**src/rtl/tpu_pkg.sv**
```systemverilog
// Shared types and width helpers for the bank read sequencer.
// Width helpers are functions because they depend on the instantiating module's matrixSize.
package tpu_pkg;

  typedef enum logic [1:0] {
    IDLE   = 2'd0,
    STREAM = 2'd1,
    DRAIN  = 2'd2
  } seq_state_t;

  // Address width for one bank column; a single-row bank still needs one bit.
  function automatic int loc_width(input int n);
    return (n > 1) ? $clog2(n) : 1;
  endfunction

  // Step counter width; must hold the last step, 2N-2.
  function automatic int step_width(input int n);
    return (n > 1) ? $clog2(2 * n) : 1;
  endfunction

endpackage

```
**src/rtl/valid_delay_line.sv**
```systemverilog
// Fixed-depth shift register that carries per-lane activity flags alongside the bank read latency.
// When DEPTH is 0 the input passes straight through as a wire.
module valid_delay_line #(
  parameter int WIDTH = 4,
  parameter int DEPTH = 1
) (
  input  logic             clk,
  input  logic             rst,
  input  logic [WIDTH-1:0] i_d,
  output logic [WIDTH-1:0] o_q
);

  generate
    if (DEPTH == 0) begin : g_wire
      assign o_q = i_d;
    end else begin : g_pipe
      logic [WIDTH-1:0] r_pipe [DEPTH];

      always_ff @(posedge clk) begin
        if (rst) begin
          for (int k = 0; k < DEPTH; k++) begin
            r_pipe[k] <= '0;
          end
        end else begin
          r_pipe[0] <= i_d;
          for (int k = 1; k < DEPTH; k++) begin
            r_pipe[k] <= r_pipe[k-1];
          end
        end
      end

      assign o_q = r_pipe[DEPTH-1];
    end
  endgenerate

endmodule

```
**src/rtl/bank_read_sequencer.sv**
```systemverilog
// Read-side controller for memoryBank: walks 2N-1 skewed steps, issues per-column read
// locations and forwards the returned bank data as a diagonally staggered feed vector.
module bank_read_sequencer
  import tpu_pkg::*;
#(
  parameter int matrixSize  = 4,
  parameter int dataSize    = 16,
  parameter int readLatency = 1
) (
  input  logic                                               clk,
  input  logic                                               rst,
  input  logic                                               start,
  output logic                                               busy,
  output logic                                               done,
  output logic [matrixSize-1:0][loc_width(matrixSize)-1:0]   readLocationVector,
  input  logic [matrixSize-1:0][dataSize-1:0]                bankDataVector,
  output logic [matrixSize-1:0][dataSize-1:0]                feedVector,
  output logic [matrixSize-1:0]                              feedValid,
  output seq_state_t                                         o_dbg_state
);

  localparam int N  = matrixSize;
  localparam int LW = loc_width(matrixSize);
  localparam int SW = step_width(matrixSize);
  localparam int DW = (readLatency > 1) ? $clog2(readLatency) : 1;
  localparam logic [SW-1:0] LAST_T = SW'(2 * N - 2);

  seq_state_t            r_state;
  seq_state_t            w_next_state;
  logic [SW-1:0]         r_t;
  logic [SW-1:0]         w_next_t;
  logic [DW-1:0]         r_drain;
  logic [DW-1:0]         w_next_drain;

  logic [N-1:0][LW-1:0]  r_loc;
  logic [N-1:0][LW-1:0]  w_next_loc;
  logic [N-1:0]          r_active;
  logic [N-1:0]          w_next_active;
  logic                  r_last;
  logic                  w_next_last;

  logic [N:0]            w_delayed;

  // State register: FSM state, step counter and drain counter.
  always_ff @(posedge clk) begin
    if (rst) begin
      r_state <= IDLE;
      r_t     <= '0;
      r_drain <= '0;
    end else begin
      r_state <= w_next_state;
      r_t     <= w_next_t;
      r_drain <= w_next_drain;
    end
  end

  // Next-state logic. start is only honoured in IDLE, so a held start cannot restart a pass.
  always_comb begin
    w_next_state = r_state;
    w_next_t     = r_t;
    w_next_drain = r_drain;
    case (r_state)
      IDLE: begin
        if (start) begin
          w_next_state = STREAM;
          w_next_t     = '0;
        end
      end
      STREAM: begin
        if (r_t == LAST_T) begin
          w_next_drain = '0;
          w_next_state = (readLatency > 0) ? DRAIN : IDLE;
        end else begin
          w_next_t = r_t + 1'b1;
        end
      end
      DRAIN: begin
        if (int'(r_drain) >= readLatency - 1) begin
          w_next_state = IDLE;
        end else begin
          w_next_drain = r_drain + 1'b1;
        end
      end
      default: begin
        w_next_state = IDLE;
      end
    endcase
  end

  // Output logic. Addresses are computed from the next step so the registered copy lines up
  // with the cycle in which the FSM holds that step.
  always_comb begin
    busy        = (r_state != IDLE);
    o_dbg_state = r_state;
    w_next_last = (w_next_state == STREAM) && (w_next_t == LAST_T);
    for (int i = 0; i < N; i++) begin
      w_next_active[i] = (w_next_state == STREAM) &&
                         (int'(w_next_t) >= i) &&
                         (int'(w_next_t) <= i + N - 1);
      w_next_loc[i]    = w_next_active[i] ? LW'(int'(w_next_t) - i) : '0;
    end
  end

  always_ff @(posedge clk) begin
    if (rst) begin
      r_loc    <= '0;
      r_active <= '0;
      r_last   <= 1'b0;
    end else begin
      r_loc    <= w_next_loc;
      r_active <= w_next_active;
      r_last   <= w_next_last;
    end
  end

  assign readLocationVector = r_loc;

  // The last-step marker rides the same delay as the lane flags, so done lands on the final element.
  valid_delay_line #(
    .WIDTH (N + 1),
    .DEPTH (readLatency)
  ) u_valid_delay (
    .clk (clk),
    .rst (rst),
    .i_d ({r_last, r_active}),
    .o_q (w_delayed)
  );

  assign feedValid = w_delayed[N-1:0];
  assign done      = w_delayed[N];

  always_comb begin
    for (int i = 0; i < N; i++) begin
      feedVector[i] = feedValid[i] ? bankDataVector[i] : '0;
    end
  end

endmodule

```
**config.mk**
```make
export PLATFORM = sky130hd
export DESIGN_NAME = bank_read_sequencer
export DESIGN_NICKNAME = d
export VERILOG_FILES = /design/src/rtl/tpu_pkg.sv /design/src/rtl/valid_delay_line.sv /design/src/rtl/bank_read_sequencer.sv
export SDC_FILE = /design/constraint.sdc
export NUM_CORES = 1
export LEC_CHECK = 0
export BUFFER_PORTS_ARGS = -buffer_cell sky130_fd_sc_hd__buf_2
export CORE_ASPECT_RATIO = 1.2
export CORE_MARGIN = 1
export CORE_UTILIZATION = 37
export CTS_CLUSTER_SIZE = 10
export DETAILED_ROUTE_END_ITERATION = 7
export PLACE_DENSITY = 0.9
export SYNTH_ARGS = -nofsm -noshare
export SYNTH_HDL_FRONTEND = slang
export SYNTH_HIERARCHICAL = 1
export SYNTH_SLANG_ARGS = --single-unit
export TNS_END_PERCENT = 30
```
**constraint.sdc**
```tcl
create_clock -name clk -period 6.4 [get_ports clk]
set_input_delay 0.96 -clock clk [delete_from_list [all_inputs] [get_ports clk]]
set_output_delay 0.96 -clock clk [all_outputs]
set_load 0.05 [all_outputs]
```
==> results.toml <==
[logic_synthesis]
yosys-top-cells-count = "and2_1, dfxtp_1, nor3_1"
netlist.area_leader.share_pct = 34.7
synth.cell_area_mm2 = 0.00133
synth-edff-count = 0
yosys_most_used_dff = "dfxtp_1"
ys_seq_area_share_pct = 34.7
avgSynthCellArea_um2 = 8.61
synth_fp_nets = 226
synthCells = 154
synth_most_common_cell = "and2_1"
synth_area_leaders = "dfxtp_1, and2_1, ha_1"
yosys_warnings = 6
ys_ff_latch = 23
synth_cell_type_count = 31
synth-async-reset-ratio_pct = 0
yosysTopAreaCell = "dfxtp_1"

[critical_path]
worstPathMaxFanout = 9
crit_family = "simple AND/OR/NAND/NOR gates"
cp_num_buf_inv = 2
crit_top_cell = "ha_1"
slowest_stage = "and2_1"
reg2reg_depth = 9
crit_required_ns = 6.55
endpoint_kind = "flop"
startpoint_type = "flop"
reg2reg_to = "readLocationVector[2]"
worstReg2RegStart = "r_t[0]"
max_stage_delay_ns = 0.43
cp_cell_sequence = "inv_1 -> ha_1 -> and3_1 -> o21ai_0 -> and2_1 -> inv_2 -> ha_1 -> nor4b_4 -> nor3_1"
crit_arrival_ns = 2.60
critPathLaunch = "r_t[0]"
critical_path_class = "reg2reg"
reg2reg_slack_ns = 3.94

[clock_network]
clkSlewWorstSetupHoldPaths_ns = 0.08
cts_buffers = 3
clk_latency_ns = 0.26
post_cts_resized = 0
holdBufCountCts = 0
clock_path_buffers = 2
cts_sinks = 23
postCtsSetupBuffers = 0
cts_tree = "built"
cts_root_buf = "clkbuf_8"
h-tree-depth = 1

[routing]
wirelength_um = 3880
drc = 0
drt_iter0_markers = 54
dr.max_layer_used = "met4"
drtAntennaViolNets = 0
vias = 1480
wl_met2_um = 1970
firstDrtPassIters = 4
routedWlPerCell_um = 11.6
route.met3.wl_um = 428
met1_length_um = 1450
viasPerCell = 4.43

[floorplan]
initial_core_util_pct = 39.4
rows = 23
die_area_mm2 = 0.00383
die_x_um = 56.7
die_height_um = 67.6
coreArea_mm2 = 0.00337
io-pin-count = 147

[hold_path]
whs_endpoint = "u_valid_delay/g_pipe.r_pipe[0][0]"
hold_start = "r_active[0]"
hold_depth = 1
hold_path_class = "reg2reg"

[place]
io_buffer_count = 146
gp_congestion = 0.861
dp_cells = 330
post-dp-hpwl_um = 3160

[final_layout]
n_antenna_cell = 0
layout-drive-gt1-share_pct = 54.5
multi_input_area_um2 = 786
seq_area_um2 = 460
final_util_pct = 62.4
n_fill_cell = 305
syn_to_final_growth_pct = 58.4
layout.nets = 370
final_cells = 334

[timing]
slew_violations = 0
clock.fmax_mhz = 407
worst-slew-pin-transition_ns = 0.453
setup_viol = 0
post-route-min-period_ns = 2.46
holdWs_ns = 0.439
fin_crit_sh_pct = 38.4
finalSetupTns_ns = 0
relSlewSlack_pct = 69.8
finalHoldViolCount = 0
fin_skew_ns = 0.00281
rsz0062_at_grt = "false"

[pwr]
vdd_drop_max_mv = 0.198
p_leak_nw = 1.26
powerDensity_mw_per_mm2 = 163

[global_routing]
grt_pass1_vias = 1167
antenna_found_initial = 0
grt_pass1_wl_um = 5300
grt_overflow = 0
grt.total_usage_pct = 17.8
grt_max_degree = 18

[flow_run]
maxCapViolCount = 0

[run_status]
status = "finished clean"
-- report_power, final --
group | internal [mW] | switching, mW | leakage (nW)
clock network | 0.0435 | 0.0448 | 0.0255
logic | 0.0341 | 0.0681 | 1.05
registers | 0.148 | 0.00490 | 0.187
total | 0.226 | 0.118 | 1.26
-- placed cells by master, fill, tap and decap left out, types with 3 or more instances in the layout --
| cell | netlist | routed |
|---|---|---|
| buf_2 | 0 | 146 |
| and2_1 | 65 | 65 |
| dfxtp_1 | 23 | 23 |
| nor3_1 | 7 | 7 |
| nor2_1 | 6 | 6 |
| nand2_1 | 5 | 5 |
| ha_1 | 5 | 5 |
| nor2b_1 | 5 | 5 |
| inv_1 | 4 | 4 |
| a21oi_1 | 3 | 3 |
| clkbuf_8 | 0 | 3 |
-- area by class of cell --
type	instances	share of cell area, %
clock buffer	3	1.97
timing repair buffer	146	34.8
sequential	23	21.9
inverter	7	1.49
multi-input combinational	117	37.4
clock inverter	1	0.238
tap	37	2.20
-- registers in the layout, summed over array words and instances (netlist names) --
| name | flops |
|---|---|
| o_dbg_state | 2 |
| u_valid_delay/g_pipe.r_pipe | 5 |
| readLocationVector | 8 |
| r_t | 3 |
| r_last | 1 |
| r_active | 4 |
-- per-stage QoR --
step / cell area (µm²) / power, mW / setup WS, ns
floorplan: 1330 / 0.226 / 4.07
global placement: 2050 / 0.257 / 3.86
finish: 2100 / 0.343 / 3.94
CTS: 2100 / 0.346 / 3.94
detailed placement: 2050 / 0.259 / 3.79
global route: 2100 / 0.360 / 3.79
-- logic make-up (layout without fill, tap and decap cells) --
logic type / after synthesis / after routing / synth area share (%)
simple gates: 99 / 99 / 46.5
flops: 23 / 23 / 34.7
buf+inv: 14 / 157 / 6.04
compound gates: 13 / 13 / 8.02
fa+ha+maj: 5 / 5 / 4.72
-- worst register-to-register path: stages, from the launching register on --
cell and delay (ns):
dfxtp_1 0.41, inv_1 0.06, ha_1 0.25, and3_1 0.19
o21ai_0 0.13, and2_1 0.43, inv_2 0.14, ha_1 0.28
nor4b_4 0.36, nor3_1 0.10
-- layer usage --
metal  track usage [%]  vias up
met5                 0        -
met4              5.49        0
met3              7.28        2
met2              31.0       63
met1              20.0      630
li1                  -      785
-- worst max path at each step --
stage          cells past startpoint                    end  slack, ns
3_5_place_dp                       8  readLocationVector[2]       3.79
5_1_grt                            9            r_active[1]       3.79
2_1_floorplan                      1          feedVector[0]       4.07
3_3_place_gp                       8            r_active[1]       3.86
6_report                           9  readLocationVector[2]       3.94
4_1_cts                            9  readLocationVector[2]       3.94
Note: power is estimated with default switching activity, not from simulation.
